==> config.mk <==
export PLATFORM = sky130hd
export DESIGN_NAME = team_select
export DESIGN_NICKNAME = d
export VERILOG_FILES = /design/src/rtl/team_select.sv
export SDC_FILE = /design/constraint.sdc
export NUM_CORES = 1
export LEC_CHECK = 0
export CAP_MARGIN = 5
export CORE_MARGIN = 1.5
export CORE_UTILIZATION = 30
export CTS_CLUSTER_SIZE = 12
export DETAILED_ROUTE_END_ITERATION = 12
export SYNTH_ARGS = -nofsm -noshare
export SYNTH_HDL_FRONTEND = slang
export SYNTH_SLANG_ARGS = --single-unit
==> constraint.sdc <==
create_clock -name Clk -period 3.55 [get_ports Clk]
set_input_delay 1.065 -clock Clk [delete_from_list [all_inputs] [get_ports Clk]]
set_output_delay 1.065 -clock Clk [all_outputs]
set_load 0.1 [all_outputs]
==> src/rtl/team_select.sv <==
// team_select: keyboard-driven team picker that launches the battle FSM and tallies its results
module team_select #(
  parameter logic [7:0] KEY_W     = 8'h1A,
  parameter logic [7:0] KEY_A     = 8'h04,
  parameter logic [7:0] KEY_S     = 8'h16,
  parameter logic [7:0] KEY_D     = 8'h07,
  parameter logic [7:0] KEY_ENTER = 8'h28,
  parameter logic [7:0] KEY_BACK  = 8'h2A
) (
  input  logic            Clk,
  input  logic            Reset,
  input  logic [7:0]      keycode,
  input  logic            end_battle,
  input  logic            result,
  output logic [2:0][2:0] team,
  output logic            is_battle,
  output logic [1:0]      screen,
  output logic [2:0]      cursor,
  output logic [1:0]      pick_count,
  output logic [7:0]      picked_mask,
  output logic [7:0]      wins,
  output logic [7:0]      losses
);
  typedef enum logic [2:0] {
    TITLE   = 3'd0,
    SELECT  = 3'd1,
    BATTLE  = 3'd2,
    RESULT  = 3'd3,
    CONFIRM = 3'd4
  } state_t;
  state_t          state_q, state_d;
  logic [7:0]      key_q;
  logic [2:0][2:0] team_q, team_d;
  logic [2:0]      cursor_q, cursor_d;
  logic [1:0]      pick_count_q, pick_count_d;
  logic [7:0]      picked_mask_q, picked_mask_d;
  logic [7:0]      wins_q, wins_d;
  logic [7:0]      losses_q, losses_d;
  logic            ev, undo;
  logic [1:0]      last;
  // Next-state logic: only one key event per cycle acts, judged against the current state
  always_comb begin
    state_d       = state_q;
    team_d        = team_q;
    cursor_d      = cursor_q;
    pick_count_d  = pick_count_q;
    picked_mask_d = picked_mask_q;
    wins_d        = wins_q;
    losses_d      = losses_q;
    undo          = 1'b0;
    ev            = (keycode != 8'h00) && (keycode != key_q);
    last          = pick_count_q - 2'd1;
    case (state_q)
      TITLE: if (ev && keycode == KEY_ENTER) begin
        state_d       = SELECT;
        team_d        = '0;
        cursor_d      = '0;
        pick_count_d  = '0;
        picked_mask_d = '0;
      end
      SELECT: if (ev) begin
        case (keycode)
          KEY_W: cursor_d = cursor_q[2] ? cursor_q - 3'd4 : cursor_q;
          KEY_S: cursor_d = cursor_q[2] ? cursor_q : cursor_q + 3'd4;
          KEY_A: cursor_d = (cursor_q[1:0] != 2'd0) ? cursor_q - 3'd1 : cursor_q;
          KEY_D: cursor_d = (cursor_q[1:0] != 2'd3) ? cursor_q + 3'd1 : cursor_q;
          KEY_ENTER: if (!picked_mask_q[cursor_q]) begin
            team_d[pick_count_q]    = cursor_q;
            picked_mask_d[cursor_q] = 1'b1;
            pick_count_d            = pick_count_q + 2'd1;
            state_d                 = (pick_count_q == 2'd2) ? CONFIRM : SELECT;
          end
          KEY_BACK: begin
            undo    = pick_count_q != 2'd0;
            state_d = undo ? SELECT : TITLE;
          end
          default: ;
        endcase
      end
      CONFIRM: if (ev) begin
        state_d = (keycode == KEY_ENTER) ? BATTLE : (keycode == KEY_BACK) ? SELECT : CONFIRM;
        undo    = keycode == KEY_BACK;
      end
      BATTLE: if (end_battle) begin
        state_d  = RESULT;
        wins_d   = (result && !(&wins_q)) ? wins_q + 8'd1 : wins_q;
        losses_d = (!result && !(&losses_q)) ? losses_q + 8'd1 : losses_q;
      end
      RESULT: if (ev) state_d = (keycode == KEY_ENTER) ? SELECT : (keycode == KEY_BACK) ? TITLE : RESULT;
      default: state_d = TITLE;
    endcase
    if (undo) begin
      picked_mask_d[team_q[last]] = 1'b0;
      team_d[last]                = 3'd0;
      pick_count_d                = last;
    end
  end
  // State and key registers; Reset returns everything, including a live battle, to Title
  always_ff @(posedge Clk) begin
    if (Reset) begin
      state_q       <= TITLE;
      key_q         <= '0;
      team_q        <= '0;
      cursor_q      <= '0;
      pick_count_q  <= '0;
      picked_mask_q <= '0;
      wins_q        <= '0;
      losses_q      <= '0;
    end else begin
      state_q       <= state_d;
      key_q         <= keycode;
      team_q        <= team_d;
      cursor_q      <= cursor_d;
      pick_count_q  <= pick_count_d;
      picked_mask_q <= picked_mask_d;
      wins_q        <= wins_d;
      losses_q      <= losses_d;
    end
  end
  assign team        = team_q;
  assign cursor      = cursor_q;
  assign pick_count  = pick_count_q;
  assign picked_mask = picked_mask_q;
  assign wins        = wins_q;
  assign losses      = losses_q;
  assign is_battle   = state_q == BATTLE;
  assign screen      = (state_q == CONFIRM) ? 2'd1 : state_q[1:0];
endmodule
==> Yosys cells after proc, flatten, opt, wreduce, memory -nomap -nowiden <==
Index checks and enable logic that the tools add are counted.
{ "op_classes": {"n_addsub": 8, "n_lt_le_gt_ge": 8, "eq_ne": 29, "n_mux": 58, "n_bitwise": 5, "reduce_logical": 25} }
{ "op_table": {"columns": ["operator", "n"], "rows": [
  ["two-way mux 3 bit", 18],
  ["two-way mux 9 bit", 5],
  ["two-way mux 8 bit", 5],
  ["!= test 3 bit (second input constant)", 10],
  ["AND reduction 8 bit", 3],
  ["case mux 9 bit (2 select lines)", 1],
  ["adder 8 x 1 -> 8 bit (second input constant)", 2],
  ["== test 8 x 3 -> 1 bit (second input constant)", 2],
  ["== test 8 x 5 -> 1 bit (second input constant)", 2],
  ["== test 8 x 6 -> 1 bit (second input constant)", 2],
  ["two-way mux 2 bit", 8],
  ["case mux 8 bit (2 select lines)", 1],
  ["case mux 3 bit (5 select lines)", 1],
  ["demux 3 bit (select 2 bit)", 2],
  ["!= test 2 bit (second input constant)", 6],
  ["case mux 3 bit (2 select lines)", 2],
  ["case mux 3 bit (4 select lines)", 1],
  ["bitwise AND 9 bit", 1],
  ["bitwise mux 9 bit", 1],
  ["inverter 9 bit", 1],
  ["bitwise AND 8 bit", 1],
  ["logical AND 1 bit", 8],
  ["less-than comparator 3 x 4 -> 1 bit (second input constant)", 2],
  ["!= test 8 bit", 1],
  ["other kinds (31)", 47]
]} }
{ "totals": {"reg_bits": 49, "in_bits": 12, "out_inout_bits": 41, "wordCells": 144} }

==> Logic depth before layout (Yosys ltp) <==
{ "logic_depth": {"word_depth": 11, "depth_mapped": 10, "ltp_nobuf": 9} }

==> Worst setup path after synthesis <==
No wires, ideal clock.
{ "synth_path": {"path_kind": "input to register", "startpoint": "input port keycode[4]", "endpoint": "register cursor_q[2] (netlist: cursor[2])", "setup_time_ns": 0.059, "arrival_ns": 3.099, "required_ns": 3.491, "slack_ns": 0.392, "path_stages": 8, "path_buffers": 2, "path_cell_list": "clkbuf_1 > or4_1 > buf_2 > o41ai_2 > a21oi_1 > or4b_4 > a2111oi_2 > a31o_1"} }
{ "synth_between": {"elab_chain_len": 5, "word_cells_on_any_way": 18, "classes_between": "eq/ne: 11; mux: 3; reduce/logical: 4"} }
{ "synth_rtl": {"columns": ["element", "line_no", "source"], "rows": [
  ["from (decl)", "12", "input logic [7:0] keycode,"],
  ["branches (longest 5 deep; another with == test 8 x 3 -> 1 bit)", null, null],
  ["to (signal assigned)", "113", "cursor_q <= cursor_d;"],
  ["to (decl)", "34", "logic [2:0] cursor_q, cursor_d;"]
]} }
Parallel ways; which one is timed is not known. The select of a mux whose other input is x is not followed.
A chain may end at the register's enable or synchronous reset.

==> Worst setup path in the final report <==
{ "layout_path": {"startpoint": "input port keycode[0]", "endpoint": "register cursor_q[2] (netlist: cursor[2])"} }
Same word-level chain as after synthesis.

==> flow_results.org <==
** Power and ir drop
- Psw :: 0.228 mW
- Combinational cells account for 6.9% of the total power.
- Power density normalized to cell area :: 287 nW/µm²
- Static leakage power :: 1.43 nW
- Switching power as a share of total power :: 21.8%
- In this run, the clock network consumes roughly 40% of the power.
- Cell internal pwr :: 0.819 mW
- Portion of total power attributed to sequential cells :: between 50% and 60%
- Power comes to 1.05 mW.
- VDD sags by at most 0.161 mV.

** Timing
- Setup repair after global routing left no endpoint under its margin.
- Worst slew margin relative to its limit :: 50.4%
- Maximum clock skew at final layout :: ~0.0055 ns
- For the pin with the worst max-slew slack, the measured transition is 0.743 ns.
- Based on the critical path, the design can be clocked at up to 0.308 GHz.
- Tcrit/Tclk final :: 91.4%
- Setup violations remaining at the end of the flow were counted as 0.
- The worst path needs around 3.2 ns of the cycle, external delays included.
- Total Negative Setup Slacks :: 0 ns
- Number of hold-slack violations in the final timing report :: 0
- The max-slew violation total from the final report came to 0.

** Clock tree
- Maximum root-to-sink buffer count :: 2
- Gates resized during post-CTS repair numbered 0.
- Number of clock sinks :: 49
- Register clock-pin slew on the reported worst setup and hold paths :: 0.09 ns
- Total of hold buffers inserted after clock tree synthesis :: 0
- Number of buffers inserted to repair setup after CTS :: 0
- Htree depth :: 2
- TritonCTS built the clock tree.
- Clock latency on the worst-skew pair, taken at its later pin, is 0.30 ns.
- In this run the clock root is driven by a sky130_fd_sc_hd__clkbuf_8.
- Number of buffers created by CTS :: 5

** Detailed routing
- Vias :: between 2000 and 3000
- The detailed router finished its first iteration with 145 violations.
- WL/cell :: 14.6 µm
- Final routed DRC violation total :: 0
- Routed wire length :: approximately 7700 µm
- The count of nets left with antenna violations once routing finished came out at 0.
- First drt pass iteration count :: 4
- After detailed routing, the number of vias per cell comes to between 5 and 6.

** Global routing
- Across every metal layer, demand over resource in global routing totals approximately 15%.
- GRT Residual Overflow :: 0
- Vias in the first global route :: 2664
- The number of antenna violations at the first check in global routing came to 0.
- Largest net degree at the start of global routing :: 36
- Global-route wire length before repair :: 12600 µm

** Logic synthesis
- Biggest area consumer among synthesized cells :: sky130_fd_sc_hd__dfxtp_1
- EDFF count, synth :: 0
- Proportion of synthesized chip area in sequential cells :: around 34%
- The most used flip-flop cell after synthesis is sky130_fd_sc_hd__dfxtp_1.
- In this run, distinct cell masters in the synthesized netlist total 63.
- Summed over its instances, the top area cell type makes up 34.3% of the synthesized netlist area.
- Net Count, Synth :: 359
- Synthesis inferred 49 register bits.
- Cell area after synthesis :: around 2900 µm²
- Counting every instance in the synthesized netlist gives 339.
- After synthesis, the mean cell area works out to approximately 8.4 µm².
- Of all flip-flops after synthesis, the portion carrying an async set or reset was 0%.
- Yosys attributes the largest share of cell area to sky130_fd_sc_hd__dfxtp_1 (34%), sky130_fd_sc_hd__xor2_1 (4.9%), sky130_fd_sc_hd__nor2_1 (4.2%).
- Yosys printed 0 warnings.

** Critical path
- The worst setup path is launched from an input port.
- Crit path max-delay cell type :: sky130_fd_sc_hd__or4_1
- For the worst setup path, the data required time is 3.80 ns.
- Among cell families on the critical path, the largest total delay comes from simple AND/OR/NAND/NOR gates.
- Largest fanout of any net on the critical path :: 2
- Number of buffer and inverter instances along the worst setup path :: 1
- Walking the worst path, the cells encountered are clkdlybuf4s50_1, or4_1, o41ai_2, a21oi_1, or4b_4, a2111oi_2, a31o_1.
- Arrival time of data at the critical path endpoint :: 3.50 ns
- On the worst path, the slowest cell contributes a delay of approximately 0.59 ns.
- Category of the critical setup timing path :: in -> reg
- STA classifies the critical path endpoint as a flip-flop.
- The critical path starts at keycode[0].
- In this run the critical register-to-register path is launched from cursor[1]$_SDFFE_PP0P_.

** Layout
- The number of antenna diodes in the final layout is 0.
- Area overhead of the layout relative to synthesis :: 27.4%
- Share of cells above drive strength 1 :: 19.2%
- After filler insertion, the fill cell instance count of the layout stands at 950.
- The final layout contains 420 nets.

** Place
- IO buf count :: 52
- Final estimated routing congestion in global placement :: 0.807
- Final HPWL from detailed placement :: around 5800 µm

** Die
- The die covers approximately 10000 µm².
- The die is 101 µm tall.
- Pin placement for this block handled 53 I/O pins.
- For this configuration, the core starts out at a cell density of 31.0%.
- The floorplan step set the die width to between 100 and 150 µm.
- The region available for standard cell placement spans 9240 µm².
- Row generation in the floorplan step produced 35 rows.

** Run
- Max cap viols :: 0

** Worst hold path
- The min-delay analysis places its worst path in the category reg -> reg.
- Start point of the worst min-delay path :: team[0]$_SDFF_PP0_

** Status
- The run finished with clean final reports.
## power groups by stage
| stage | logic (mW) | registers, mW | clock network, mW |
|---|---|---|---|
| finish | 0.0723 | 0.556 | 0.419 |
| global route | 0.0797 | 0.557 | 0.453 |
| CTS | 0.0725 | 0.556 | 0.430 |
| detailed placement | 0.0720 | 0.569 | 0 |
| global placement | 0.0721 | 0.569 | 0 |
| floorplan | 0.0380 | 0.569 | 0 |
## layer usage
| metal | routed length, µm | part of all wire (%) | up-vias | GRT usage, % |
|---|---|---|---|---|
| met5 | 0 | 0 | - | 0 |
| met4 | 121 | 1.6 | 0 | 4.88 |
| met3 | 382 | 4.9 | 10 | 3.33 |
| met2 | 3650 | 47 | 75 | 26.0 |
| met1 | 3580 | 46 | 1335 | 19.6 |
| li1 | - | - | 1377 | - |
## path summary, 6_finish.rpt
check / end / slack, ns / cells past startpoint
max: cursor[2]$_SDFFE_PP0P_ / 0.30 / 7
min: team[0]$_SDFF_PP0_ / 0.50 / 1
max reg2reg: team[7]$_SDFF_PP0_ / 0.84 / 6
min reg2reg: team[0]$_SDFF_PP0_ / 0.50 / 1
## worst reg2reg max path, cell delays in order, from the launching register on
cell and delay, ns:
sky130_fd_sc_hd__dfxtp_1 0.70, sky130_fd_sc_hd__mux2_1 0.37, sky130_fd_sc_hd__or3_1 0.31, sky130_fd_sc_hd__nand4_1 0.27
sky130_fd_sc_hd__and4_1 0.55, sky130_fd_sc_hd__nand3_1 0.14, sky130_fd_sc_hd__a221oi_1 0.29
## kinds of logic (layout without fill, tap and decap cells)
family / Yosys count / in the layout / share of synthesized area [%]
multiplexers: 12 / 12 / 4.37
AND/OR/NAND/NOR: 144 / 144 / 27.4
flip-flops: 49 / 49 / 34.3
AO/OA/AOI/OAI: 77 / 77 / 20.3
adder cells (fa/ha/maj): 8 / 8 / 3.76
XOR/XNOR: 20 / 20 / 6.12
buffers and inverters: 29 / 91 / 3.84
## placed cells by master (no fill, tap or decap), types with 9 or more instances in the layout
| cell | netlist | routed |
|---|---|---|
| sky130_fd_sc_hd__buf_4 | 0 | 63 |
| sky130_fd_sc_hd__dfxtp_1 | 49 | 49 |
| sky130_fd_sc_hd__nor2_1 | 32 | 32 |
| sky130_fd_sc_hd__nand2_1 | 26 | 26 |
| sky130_fd_sc_hd__xor2_1 | 16 | 16 |
| sky130_fd_sc_hd__a21oi_1 | 14 | 14 |
| sky130_fd_sc_hd__nand4_1 | 12 | 12 |
| sky130_fd_sc_hd__nor2b_1 | 11 | 11 |
| sky130_fd_sc_hd__or3_1 | 11 | 11 |
| sky130_fd_sc_hd__clkdlybuf4s50_1 | 0 | 11 |
| sky130_fd_sc_hd__o21ai_1 | 9 | 9 |
## Yosys cell counts (2+ instances only)
| library cell | count |
|---|---|
| sky130_fd_sc_hd__a211oi_1 | 2 |
| sky130_fd_sc_hd__a21oi_1 | 14 |
| sky130_fd_sc_hd__a221oi_1 | 4 |
| sky130_fd_sc_hd__a31o_1 | 2 |
| sky130_fd_sc_hd__a31oi_1 | 2 |
| sky130_fd_sc_hd__a41o_1 | 2 |
| sky130_fd_sc_hd__a41oi_1 | 2 |
| sky130_fd_sc_hd__and2_1 | 6 |
| sky130_fd_sc_hd__and3_1 | 4 |
| sky130_fd_sc_hd__clkbuf_1 | 18 |
| sky130_fd_sc_hd__dfxtp_1 | 49 |
| sky130_fd_sc_hd__ha_1 | 7 |
| sky130_fd_sc_hd__inv_1 | 8 |
| sky130_fd_sc_hd__mux2_1 | 4 |
| sky130_fd_sc_hd__mux2i_1 | 8 |
| sky130_fd_sc_hd__nand2_1 | 26 |
| sky130_fd_sc_hd__nand2b_1 | 7 |
| sky130_fd_sc_hd__nand3_1 | 8 |
| sky130_fd_sc_hd__nand4_1 | 12 |
| sky130_fd_sc_hd__nand4b_1 | 2 |
| sky130_fd_sc_hd__nor2_1 | 32 |
| sky130_fd_sc_hd__nor2b_1 | 11 |
| sky130_fd_sc_hd__nor3_1 | 5 |
| sky130_fd_sc_hd__nor3b_1 | 3 |
| sky130_fd_sc_hd__nor4_1 | 7 |
| sky130_fd_sc_hd__nor4bb_1 | 2 |
| sky130_fd_sc_hd__o2111ai_1 | 2 |
| sky130_fd_sc_hd__o211a_1 | 3 |
| sky130_fd_sc_hd__o21ai_0 | 6 |
| sky130_fd_sc_hd__o21ai_1 | 9 |
| sky130_fd_sc_hd__o221a_1 | 4 |
| sky130_fd_sc_hd__o221ai_1 | 3 |
| sky130_fd_sc_hd__o22ai_1 | 4 |
| sky130_fd_sc_hd__o2bb2ai_1 | 4 |
| sky130_fd_sc_hd__or3_1 | 11 |
| sky130_fd_sc_hd__xnor2_1 | 4 |
| sky130_fd_sc_hd__xor2_1 | 16 |
## per-stage QoR
step / util (%) / setup slack, ns / area [µm²] / std cells / hold slack [ns]
5_1_grt: 39.5 / 0.115 / 3650 / 530 / 0.518
3_5_place_dp: 38.2 / -0.0119 / 3530 / 522 / 0.484
2_1_floorplan: - / 0.392 / 2860 / 339 / 0.625
6_report: 39.5 / 0.304 / 3650 / 530 / 0.495
3_3_place_gp: 38.2 / 0.0287 / 3530 / 522 / 0.479
4_1_cts: 39.5 / 0.296 / 3650 / 530 / 0.500
## sequential cells by signal, summed over array words and instances, names as in the netlist
signal       flops
pick_count       2
key_q            8
losses           8
cursor           3
team             9
wins             8
state_q          3
picked_mask      8
## layout make-up
cell class / count / area [µm²] / share of cell area (%)
Inverter: 9 / 33.8 / 0.926
Tap cell: 129 / 161 / 4.42
Clock inverter: 1 / 30.0 / 0.823
Clock buffer: 7 / 86.3 / 2.37
Multi-Input combinational cell: 261 / 1770 / 48.6
Sequential cell: 49 / 981 / 26.9
Timing Repair Buffer: 74 / 583 / 16.0
Power figures use the tool's default switching activity.
